File: config.mk
export PLATFORM = sky130hd
export DESIGN_NAME = q_deserializer
export DESIGN_NICKNAME = d
export VERILOG_FILES = /design/src/rtl/q_deserializer.sv
export SDC_FILE = /design/constraint.sdc
export NUM_CORES = 1
export LEC_CHECK = 0
export BUFFER_PORTS_ARGS = -buffer_cell sky130_fd_sc_hd__buf_2
export CORE_AREA = 2 2 57 59
export DETAILED_ROUTE_END_ITERATION = 10
export DIE_AREA = 0 0 59 61
export PLACE_DENSITY_LB_ADDON = 0.25
export SETUP_SLACK_MARGIN = 0.3
export SLEW_MARGIN = 30
export SYNTH_ARGS = -nofsm -noshare
export SYNTH_HDL_FRONTEND = slang
export SYNTH_SLANG_ARGS = --single-unit
File: constraint.sdc
create_clock -name clk -period 5.1 [get_ports clk]
set_input_delay 1.02 -clock clk [delete_from_list [all_inputs] [get_ports clk]]
set_output_delay 1.02 -clock clk [all_outputs]
set_load 0.02 [all_outputs]
File: src/rtl/q_deserializer.sv
// q_deserializer: packs the en-qualified q bit stream into WIDTH-bit words
// (LSB-first) and presents each completed or flushed word, its bit count and
// popcount on a valid/ready port. Words lost to backpressure set a sticky
// overrun flag.
// Optional feature macro: Q_DESER_PARITY_EN (registers ^word as parity).
module q_deserializer #(
  parameter int WIDTH = 8,
  parameter int LW    = $clog2(WIDTH + 1)
) (
  input  logic             clk,
  input  logic             rst_n,
  input  logic             en,
  input  logic             q,
  input  logic             flush,
  input  logic             out_ready,
  output logic [WIDTH-1:0] word,
  output logic             word_valid,
  output logic [LW-1:0]    word_len,
  output logic [LW-1:0]    ones,
  output logic             parity,
  output logic             overrun
);

  typedef enum logic {EMPTY, FULL} out_state_t;

  out_state_t       state;
  logic [WIDTH-1:0] acc;
  logic [LW-1:0]    cnt;
  logic [WIDTH-1:0] acc_nxt;
  logic [LW-1:0]    cnt_nxt;
  logic             handoff;
  logic             load;

  function automatic logic [LW-1:0] popcount(input logic [WIDTH-1:0] v);
    logic [LW-1:0] s;
    s = '0;
    for (int i = 0; i < WIDTH; i++) begin
      s = s + LW'(v[i]);
    end
    return s;
  endfunction

  // Accumulator view including this cycle's sample; decides hand-off and
  // whether the output register can take the word.
  always_comb begin
    acc_nxt = acc;
    cnt_nxt = cnt;
    if (en) begin
      acc_nxt = acc | (WIDTH'(q) << cnt);
      cnt_nxt = cnt + LW'(1);
    end
    handoff = (cnt_nxt == LW'(WIDTH)) || (flush && (cnt_nxt != '0));
    // A held word is only replaced if it is being transferred this cycle.
    load    = handoff && ((state == EMPTY) || out_ready);
  end

  assign word_valid = (state == FULL);

  // Accumulator and output register (EMPTY/FULL) with sticky overrun.
  always_ff @(posedge clk) begin
    if (!rst_n) begin
      state    <= EMPTY;
      acc      <= '0;
      cnt      <= '0;
      word     <= '0;
      word_len <= '0;
      ones     <= '0;
      overrun  <= 1'b0;
    end else begin
      // The accumulator clears on every hand-off, even a discarded one.
      if (handoff) begin
        acc <= '0;
        cnt <= '0;
      end else begin
        acc <= acc_nxt;
        cnt <= cnt_nxt;
      end

      if (load) begin
        state    <= FULL;
        word     <= acc_nxt;
        word_len <= cnt_nxt;
        ones     <= popcount(acc_nxt);
      end else if (handoff) begin
        // FULL and not draining: new word dropped, held word untouched.
        overrun  <= 1'b1;
      end else if ((state == FULL) && out_ready) begin
        state    <= EMPTY;
      end
    end
  end

`ifdef Q_DESER_PARITY_EN
  // Parity of the word, captured together with it at hand-off.
  always_ff @(posedge clk) begin
    if (!rst_n) begin
      parity <= 1'b0;
    end else if (load) begin
      parity <= ^acc_nxt;
    end
  end
`else
  assign parity = 1'b0;
`endif

endmodule

==> results.json <==
{
  "io_buffers": 23,
  "synth-seq-cells": 30,
  "grt.total_usage_pct": 19.17,
  "multi_input_area_sq_um": 852.1,
  "wire_per_inst_microns": 14.50,
  "rsz0062_at_grt": "no",
  "drive_gt1_share_pct": 22.09,
  "yosys.area.top_type": "dfxtp_1",
  "maxCapViolCount": 0,
  "finalSetupTns_ns": 0,
  "core_sq_mm": 0.002953,
  "clock-root-buffer": "clkbuf_4",
  "postCtsSetupBuffers": 0,
  "path_clk_slew_ns": 0.09,
  "n_fill_cell": 285,
  "power_per_cell_area_mw_per_mm2": 283.8,
  "place_congestion": 0.8117,
  "grt_max_degree": 45,
  "synthTopCellsByArea": "dfxtp_1 (39%), mux2i_1 (8.4%), nor3b_1 (5.3%), fa_1 (5.2%), nand2_1 (4.4%)",
  "antenna_found_initial": 0,
  "syn-num-nets": 164,
  "finalCritPeriodShare_pct": 79.48,
  "grt_pass1_vias": 1091,
  "dieWidth_microns": 59,
  "ff2ff_path_depth": 11,
  "cp.arrival_ns": 4.29,
  "cts_tree": "yes",
  "setup_viol": 0,
  "irDropWorstVdd_mv": 0.1425,
  "viasPerCell": 5.429,
  "worst_pin_slew_ns": 0.8736,
  "firstDrtPassIters": 4,
  "cts_buffers": 5,
  "finalWirelength_microns": 2972,
  "grt_pass1_wl_microns": 4947,
  "drt_iter0_drc": 59,
  "drc_errors": 0,
  "cts_resized": 0,
  "maxSlewHeadroom_pct": 41.76,
  "start_kind": "input port",
  "synth_area_sq_mm": 0.001550,
  "hp-class": "flop to flop",
  "leakagePower_uw": 0.0007829,
  "insertion_delay_ns": 0.34,
  "grt_overflow_total": 0,
  "holdPathStages": 2,
  "outcome": "finished, final reports clean",
  "setup_ws_ns": 1.047,
  "fmax_mhz": 246.7,
  "start_util_pct": 52.50,
  "avgSynthCellArea_sq_um": 10.33,
  "final_nets": 185,
  "dp_hpwl_microns": 2143,
  "min_period_ns": 4.053,
  "seq_area_sq_um": 600.6,
  "synth_warnings": 0,
  "end_kind": "flop",
  "post-place-ws_ns": 0.6970,
  "hold_viol": 0,
  "synth_top_area_share_pct": 38.74,
  "clock-sinks": 30,
  "area_growth_pct": 9.363,
  "die_area_sq_mm": 0.003599,
  "critPathMaxFanout": 8,
  "n_antenna_cell": 0,
  "synthCells": 150,
  "fp.dieH_microns": 61,
  "ys_seq_area_share_pct": 38.74,
  "clockBufferDepth": 2,
  "finClkSkew_ns": 0.005466,
  "final_max_slew_viol_count": 0,
  "cts_hold_buf": 0,
  "fp-row-count": 20,
  "ios": 25,
  "cts_max_level": 2,
  "dr_total_vias": 1113,
  "required_ns": 5.34,
  "postRouteAntennaNets": 0,
  "yosysUniqueCellTypes": 37,
  "path_class": "input port to flop"
}
==> worst max-delay path: stages <==
cell	delay [ns]
buf_2	0.19
nor3b_1	0.42
a21oi_1	0.23
fa_1	0.59
fa_1	0.42
fa_1	0.44
inv_1	0.07
ha_1	0.15
inv_1	0.05
fa_1	0.47
o2111ai_1	0.09
o211a_1	0.14
==> state kept, by name, indices dropped and copies added (netlist names) <==
| signal | cells |
|---|---|
| word | 8 |
| overrun | 1 |
| cnt | 4 |
| word_valid | 1 |
| word_len | 4 |
| ones | 4 |
| acc | 8 |
==> final timing paths <==
kind                   startpoint                    to  slack [ns]
min          ones[3]$_SDFFE_PN0P_  ones[3]$_SDFFE_PN0P_        0.46
max reg2reg     cnt[2]$_SDFF_PP0_  ones[1]$_SDFFE_PN0P_        1.49
max                            en  ones[1]$_SDFFE_PN0P_        1.05
min reg2reg  ones[3]$_SDFFE_PN0P_  ones[3]$_SDFFE_PN0P_        0.46
==> layer usage <==
| metal | global-route usage (%) | up-vias | routed length, microns |
|---|---|---|---|
| met5 | 0 | - | 0 |
| met4 | 10.71 | 0 | 68 |
| met3 | 5.117 | 8 | 124 |
| met2 | 33.02 | 26 | 1491 |
| met1 | 21.56 | 522 | 1287 |
| li1 | - | 557 | - |
==> power breakdown <==
group	internal [uW]	leakage [uW]	switching [uW]
Combinational	33.5	0.000505	50.2
Clock	66.7	0.0000353	82.5
Sequential	242	0.000243	5.98
Total	342	0.000783	139
==> area by class of cell <==
cell class	count	area share (%)
clock buffers	7	3.247
multi-input cells	104	50.26
well taps	33	2.435
flip-flops and latches	30	35.42
clock inverters	1	0.2952
inverters	7	1.550
repair buffers	23	6.790
==> synth_stat cells, drive strengths merged <==
master / instances
dfxtp: 30
nand2: 18
mux2i: 13
nor3b: 11
a21oi: 9
inv: 7
nand2b: 7
and3b: 6
buf: 5
clkbuf: 4
fa: 4
ha: 4
a211oi: 3
a21o: 3
xnor2: 3
xor2: 3
and3: 2
nand4: 2
nor2b: 2
o2111ai: 2
o211a: 2
o21a: 2
a211o: 1
and2: 1
conb: 1
mux2: 1
nand3: 1
nor4: 1
o211ai: 1
o21ai: 1
==> placed cells by master (no fill, tap or decap), types with 2 or more instances in the layout <==
| cell type | instances |
|---|---|
| o21a_1 | 2 |
| dfxtp_1 | 30 |
| xor2_1 | 3 |
| a21oi_1 | 9 |
| inv_1 | 7 |
| mux2i_1 | 13 |
| nand2_1 | 18 |
| fa_1 | 4 |
| ha_1 | 4 |
| nor3b_1 | 11 |
| buf_2 | 23 |
| a21o_1 | 3 |
| and3b_1 | 5 |
| o2111ai_1 | 2 |
| and3_1 | 2 |
| nor2b_1 | 2 |
| clkbuf_4 | 5 |
| xnor2_1 | 2 |
| o211a_1 | 2 |
| nand2b_1 | 7 |
==> through the flow <==
stage	util, %	power [uW]	hold slack, ns	std cells	instance area [sq um]
3_5_place_dp	55.38	337.9	0.4515	197	1635
5_1_grt	57.42	504.7	0.4908	205	1695
6_report	57.42	481.2	0.4609	205	1695
3_3_place_gp	55.38	335.0	0.4405	197	1635
2_1_floorplan	-	324.2	0.5332	150	1550
4_1_cts	57.42	486.3	0.4678	205	1695
==> cell families (layout without fill, tap and decap cells) <==
| family | after synthesis | count (layout) | share of synthesized area, % |
|---|---|---|---|
| AOI/OAI and AO/OA | 24 | 24 | 12.03 |
| xor gates and xnor gates | 6 | 6 | 3.875 |
| adders and majority gates | 8 | 8 | 8.394 |
| buffers and inverters | 16 | 38 | 6.295 |
| DFF | 30 | 30 | 38.74 |
| muxes | 14 | 14 | 9.362 |
| other | 1 | 1 | 0.2419 |
| and+or+nand+nor | 51 | 51 | 21.06 |
No activity file was read; power rests on OpenSTA's default activity.
